**src/rtl/heading_rotator.sv**
```systemverilog
// Button-driven heading rotator: left/right presses step a modular heading index on step_tick strobes.
// Optional auto-repeat while a button is held: define HEADING_ROTATOR_AUTOREPEAT_EN.
module heading_rotator #(
  parameter int STEPS_PER_QUAD = 8,
  parameter int RESET_HEADING  = 0,
  parameter int REPEAT_DELAY   = 6,
  parameter int REPEAT_DIV     = 2,
  localparam int HW = $clog2(4 * STEPS_PER_QUAD),
  localparam int QW = HW - 2
) (
  input  logic          moveClock,
  input  logic          resetn,
  input  logic          step_tick,
  input  logic          right,
  input  logic          left,
  input  logic          load,
  input  logic [HW-1:0] load_heading,
  output logic [HW-1:0] heading,
  output logic [1:0]    quadrant,
  output logic [QW-1:0] quad_step,
  output logic          turn_pulse,
  output logic          turn_dir
);

  localparam logic [1:0] IDLE    = 2'd0;
  localparam logic [1:0] HELD_R  = 2'd1;
  localparam logic [1:0] HELD_L  = 2'd2;
  localparam logic [1:0] BLOCKED = 2'd3;

  localparam logic [HW-1:0] RESET_VAL = HW'(RESET_HEADING);
  localparam logic [HW-1:0] ONE_STEP  = {{(HW-1){1'b0}}, 1'b1};

  // Elaboration-time parameter sanity checks.
  generate
    if ((STEPS_PER_QUAD < 2) || (STEPS_PER_QUAD > 64) ||
        ((STEPS_PER_QUAD & (STEPS_PER_QUAD - 1)) != 0)) begin : g_bad_spq
      $error("heading_rotator: STEPS_PER_QUAD must be a power of two in 2..64");
    end
    if ((RESET_HEADING < 0) || (RESET_HEADING >= 4 * STEPS_PER_QUAD)) begin : g_bad_rst
      $error("heading_rotator: RESET_HEADING out of range");
    end
    if ((REPEAT_DELAY < 1) || (REPEAT_DELAY > 255) ||
        (REPEAT_DIV < 1) || (REPEAT_DIV > 255)) begin : g_bad_rep
      $error("heading_rotator: REPEAT_DELAY/REPEAT_DIV out of range");
    end
  endgenerate

  logic [1:0]    state_q, state_d;
  logic [HW-1:0] heading_q, heading_d;
  logic          pulse_q, pulse_d;
  logic          dir_q, dir_d;
  logic          hold_s;
  logic          repeat_s;

  // A held button that is still the only one pressed keeps the hold alive.
  assign hold_s = ((state_q == HELD_R) && right && !left) ||
                  ((state_q == HELD_L) && left && !right);

`ifdef HEADING_ROTATOR_AUTOREPEAT_EN
  localparam logic [8:0] FIRST_RPT = 9'(REPEAT_DELAY);
  localparam logic [8:0] NEXT_RPT  = 9'(REPEAT_DELAY + REPEAT_DIV);

  logic [8:0] cnt_q, cnt_d;
  logic [8:0] cnt_inc_s;

  assign cnt_inc_s = cnt_q + 9'd1;

  // Hold counter: fires at REPEAT_DELAY, then reloads so it fires every REPEAT_DIV ticks.
  always_comb begin
    cnt_d    = cnt_q;
    repeat_s = 1'b0;
    if (load) begin
      cnt_d = 9'd0;
    end else if (step_tick) begin
      if (hold_s) begin
        if (cnt_inc_s == FIRST_RPT) begin
          repeat_s = 1'b1;
          cnt_d    = cnt_inc_s;
        end else if (cnt_inc_s == NEXT_RPT) begin
          repeat_s = 1'b1;
          cnt_d    = FIRST_RPT;
        end else begin
          cnt_d = cnt_inc_s;
        end
      end else begin
        cnt_d = 9'd0;
      end
    end else begin
      cnt_d = cnt_q;
    end
  end

  // Hold counter register.
  always_ff @(posedge moveClock or negedge resetn) begin
    if (!resetn) begin
      cnt_q <= 9'd0;
    end else begin
      cnt_q <= cnt_d;
    end
  end
`else
  assign repeat_s = 1'b0;
`endif

  // Button FSM and heading next-state; load overrides any turn.
  always_comb begin
    state_d   = state_q;
    heading_d = heading_q;
    dir_d     = dir_q;
    pulse_d   = 1'b0;
    if (load) begin
      heading_d = load_heading;
      state_d   = BLOCKED;
    end else if (step_tick) begin
      if (right && left) begin
        state_d = BLOCKED;
      end else begin
        case (state_q)
          IDLE: begin
            if (right) begin
              heading_d = heading_q + ONE_STEP;
              dir_d     = 1'b1;
              pulse_d   = 1'b1;
              state_d   = HELD_R;
            end else if (left) begin
              heading_d = heading_q - ONE_STEP;
              dir_d     = 1'b0;
              pulse_d   = 1'b1;
              state_d   = HELD_L;
            end else begin
              state_d = IDLE;
            end
          end
          HELD_R: begin
            if (!hold_s) begin
              state_d = IDLE;
            end else if (repeat_s) begin
              heading_d = heading_q + ONE_STEP;
              dir_d     = 1'b1;
              pulse_d   = 1'b1;
            end else begin
              state_d = HELD_R;
            end
          end
          HELD_L: begin
            if (!hold_s) begin
              state_d = IDLE;
            end else if (repeat_s) begin
              heading_d = heading_q - ONE_STEP;
              dir_d     = 1'b0;
              pulse_d   = 1'b1;
            end else begin
              state_d = HELD_L;
            end
          end
          BLOCKED: begin
            if (!right && !left) begin
              state_d = IDLE;
            end else begin
              state_d = BLOCKED;
            end
          end
          default: begin
            state_d = IDLE;
          end
        endcase
      end
    end else begin
      state_d = state_q;
    end
  end

  // State, heading and turn-report registers.
  always_ff @(posedge moveClock or negedge resetn) begin
    if (!resetn) begin
      state_q   <= IDLE;
      heading_q <= RESET_VAL;
      pulse_q   <= 1'b0;
      dir_q     <= 1'b1;
    end else begin
      state_q   <= state_d;
      heading_q <= heading_d;
      pulse_q   <= pulse_d;
      dir_q     <= dir_d;
    end
  end

  assign heading    = heading_q;
  assign quadrant   = heading_q[HW-1:HW-2];
  assign quad_step  = heading_q[QW-1:0];
  assign turn_pulse = pulse_q;
  assign turn_dir   = dir_q;

endmodule

```
**config.mk**
```make
export PLATFORM = sky130hd
export DESIGN_NAME = heading_rotator
export DESIGN_NICKNAME = d
export VERILOG_FILES = /design/src/rtl/heading_rotator.sv
export SDC_FILE = /design/constraint.sdc
export NUM_CORES = 1
export LEC_CHECK = 0
export CAP_MARGIN = 20
export CORE_AREA = 4 4 42 44
export CTS_BUF_LIST = sky130_fd_sc_hd__clkbuf_4 sky130_fd_sc_hd__clkbuf_8
export CTS_CLUSTER_DIAMETER = 40
export CTS_CLUSTER_SIZE = 24
export DETAILED_ROUTE_END_ITERATION = 6
export DIE_AREA = 0 0 46 48
export PLACE_DENSITY = 0.77
export SYNTH_ARGS = -nofsm -noshare
export SYNTH_HDL_FRONTEND = slang
export SYNTH_SLANG_ARGS = --single-unit
```
**constraint.sdc**
```tcl
create_clock -name moveClock -period 2.25 [get_ports moveClock]
set_clock_uncertainty 0.1 [all_clocks]
set_input_delay 0.45 -clock moveClock [delete_from_list [all_inputs] [get_ports moveClock]]
set_output_delay 0.45 -clock moveClock [all_outputs]
set_load 0.01 [all_outputs]
```
==> metrics.md <==
| Metric | Value |
|---|---|
| Worst reg2reg path endpoint | heading[4] |
| Crit path cell chain | clkdlybuf4s50_1 > fa_2 > nand2b_1 > a21oi_1 > xnor2_1 > or3_1 > a31oi_1 |
| DRT antenna net count | 0 |
| Initial Utilization | between 40% and 50% |
| Leakage | about 0.38 nW |
| Pre-CTS setup slack | -0.196 ns |
| CP arrival | 2.21 ns |
| Clk buf depth | 2 |
| Worst hold margin | around 0.38 ns |
| CP bufs+invs | 1 |
| Total wire length | 1.31 mm |
| Final hold vios | 0 |
| Met2 WL | between 600 and 700 um |
| Detailed Place HPWL | between 1 and 1.5 mm |
| Crit. End Element | flip-flop |
| Mapped Nets | 80 |
| Reg2Reg Depth | 7 |
| Crit-path max FO | 3 |
| Final Wtd Congestion | slightly above 0.7 |
| Clk Latency, worst-skew pair | ~0.26 ns |
| TritonCTS Buffers | 3 |
| Slew headroom | 71.9% |
| DRT met1 WL | about 560 um |
| GRT Overall Usage | between 10% and 20% |
| Post-Syn Area per Cell | ~9 um2 |
| Sink Count | 9 |
| Smallest setup slack after layout | around 0.13 ns |
| Die Wd | 46 um |
| Fin crit period | 2.12 ns |
| Die area | 2210 um2 |
| Final Non-Filler Cells | between 100 and 150 |
| Yosys reg bits | 9 |
| R2r setup slk | ~0.36 ns |
| Top Ports | 23 |
| Root Driver | clkbuf_4 |
| Status | finished clean |
| Sequential element share of the synthesized area | between 30 and 40% |
| Share of cells above drive strength 1 | 15.4% |
| Total power per unit cell area | 569 nW/um2 |
| Wire length per cell | roughly 12 um |
| # hold bufs at CTS | 0 |
| Most common cell after layout, fill and taps aside | clkdlybuf4s50_1 |
| Mapped Cells | 65 |
| Fmax | around 470 MHz |
| Vias/cell | ~4.9 |
| Peak supply drop | between 0.0003 and 0.0004 V |
| Remaining DRCs | 0 |
| GRT overflow | 0 |
| Max-slew violation count | 0 |
| Die Ht | 48 um |
| RSZ-0062 raised after global routing | no |
| # Post-CTS Setup Buffers | 0 |
| Crit share post-route | a little over nine tenths |
| Critical path class | input pin to flip-flop |
| Slew of the pin with the lowest slew margin | around 0.42 ns |
| Setup TNS | 0 ns |
| PortBufs | 22 |
| Global-route wire length before repair | around 2.2 mm |
| CTS tree | yes |
| Synthesis-to-finish area growth | 46.0% |
| Startpoint Class | input pin |
| Cell variety after synth | 22 |
| Final net count | roughly 110 |
| Max_cap viols | 0 |
| TritonRoute pass-1 iters | 4 |
| Vias | between 500 and 600 |
| Top sig layer | met4 |
| Dpl cells | roughly 100 |
| CP Data Required Time | 2.34 ns |
| Most frequent cells in the layout | clkdlybuf4s50_1 (22), a21oi_1 (10), dfrtp_1 (8) |
| Initial DRC Count | 7 |
| Critical path's slowest cell | clkdlybuf4s50_1 |
| Reg-to-Reg Start | heading[0] |
| Largest net degree at the start of global routing | 10 |
| Post-CTS Resized | 0 |
| Core box area | about 1400 um2 |
| Ant diodes | 0 |
| Final setup vio count | 0 |
| CTS H-tree depth | 1 |
| CTS clock-pin slew for the worst setup and hold paths | roughly 0.060 ns |
| Hold WC Path Type | input pin to asynchronous set/reset pin |
| Vias in the first global route | between 400 and 500 |
| Synth Warn # | 0 |
| Largest stage delay, worst path | between 0.4 and 0.5 ns |
| Synth Cell Area | around 590 um2 |
| Number of core rows | 14 |
| Crit-path leading delay family | buffers and inverters |
| Met3 WL | 80 um |
| Antenna violations before repair | 0 |
-- through the flow --
stage	utilization, %	area [um2]	total power [mW]
2_1_floorplan	-	588	0.275
3_3_place_gp	57.5	826	0.345
3_5_place_dp	57.5	826	0.351
4_1_cts	59.6	856	0.496
5_1_grt	59.8	858	0.522
6_report	59.8	858	0.488
-- cell usage after synthesis --
library cell / instances / area share, %
nand3_2: 1 / 1.7
a21oi_1: 10 / 8.5
a2bb2oi_1: 1 / 1.5
buf_4: 5 / 6.4
mux2_2: 1 / 1.9
and2b_1: 1 / 1.3
or3_1: 1 / 1.1
clkdlybuf4s18_2: 1 / 1.7
a31oi_1: 1 / 1.1
xnor2_1: 2 / 3.0
dfstp_2: 1 / 4.5
nand2_1: 3 / 1.9
inv_1: 5 / 3.2
fa_1: 1 / 3.4
o21ai_0: 7 / 6.0
a21o_1: 1 / 1.3
nand2b_1: 1 / 1.1
dfrtp_1: 8 / 34
ha_1: 3 / 6.4
o21a_1: 1 / 1.3
xor2_1: 3 / 4.5
nor2_1: 7 / 4.5
-- how the worst max path moves through the flow --
stage / from / endpoint / slack (ns) / depth (start not counted)
floorplan: heading[0] / heading[4] / 0.35 / 7
global placement: right / heading[4] / -0.14 / 7
detailed placement: right / heading[4] / -0.20 / 7
CTS: right / heading[4] / 0.09 / 7
global route: right / heading[4] / 0.01 / 8
finish: right / heading[4] / 0.13 / 7
-- worst reg2reg max path, delay by kind of cell, from the launching register on --
family	cells	cell delay, ns
XOR/XNOR	1	0.09
AO/OA/AOI/OAI	2	0.31
flip-flops	1	0.39
adder cells (fa/ha/maj)	1	0.37
buffers and inverters	1	0.10
AND/OR/NAND/NOR	2	0.46
-- cell type report --
type / instances / area [um2]
inverter: 5 / 18.8
timing repair buffer: 28 / 265
tap: 16 / 20.0
clock buffer: 4 / 30.0
multi-input combinational: 45 / 298
sequential: 9 / 226
fill: 121 / 578
-- flip-flops by register name (all words and copies together) (netlist names) --
| register | count |
|---|---|
| turn_pulse | 1 |
| state_q | 2 |
| turn_dir | 1 |
| heading | 5 |
-- routing by layer --
layer,vias to the layer above,GRT usage [%]
met5,-,0
li1,269,-
met1,242,17.4
met3,2,2.26
met2,15,23.1
met4,0,10.2
-- power by group --
group	switching, mW	internal, mW	leakage [nW]	total, mW
Combinational	0.0645	0.0916	0.260	0.156
Sequential	0.0143	0.177	0.102	0.191
Clock	0.0602	0.0806	0.0184	0.141
Total	0.139	0.349	0.381	0.488
-- cells by family after synthesis --
family | synth area share (%)
simple gates | 11.5
fa+ha+maj | 9.79
compound gates | 19.6
mux | 1.91
flops | 38.5
xor+xnor | 7.45
buf+inv | 11.3
No activity file was read; power rests on OpenSTA's default activity.
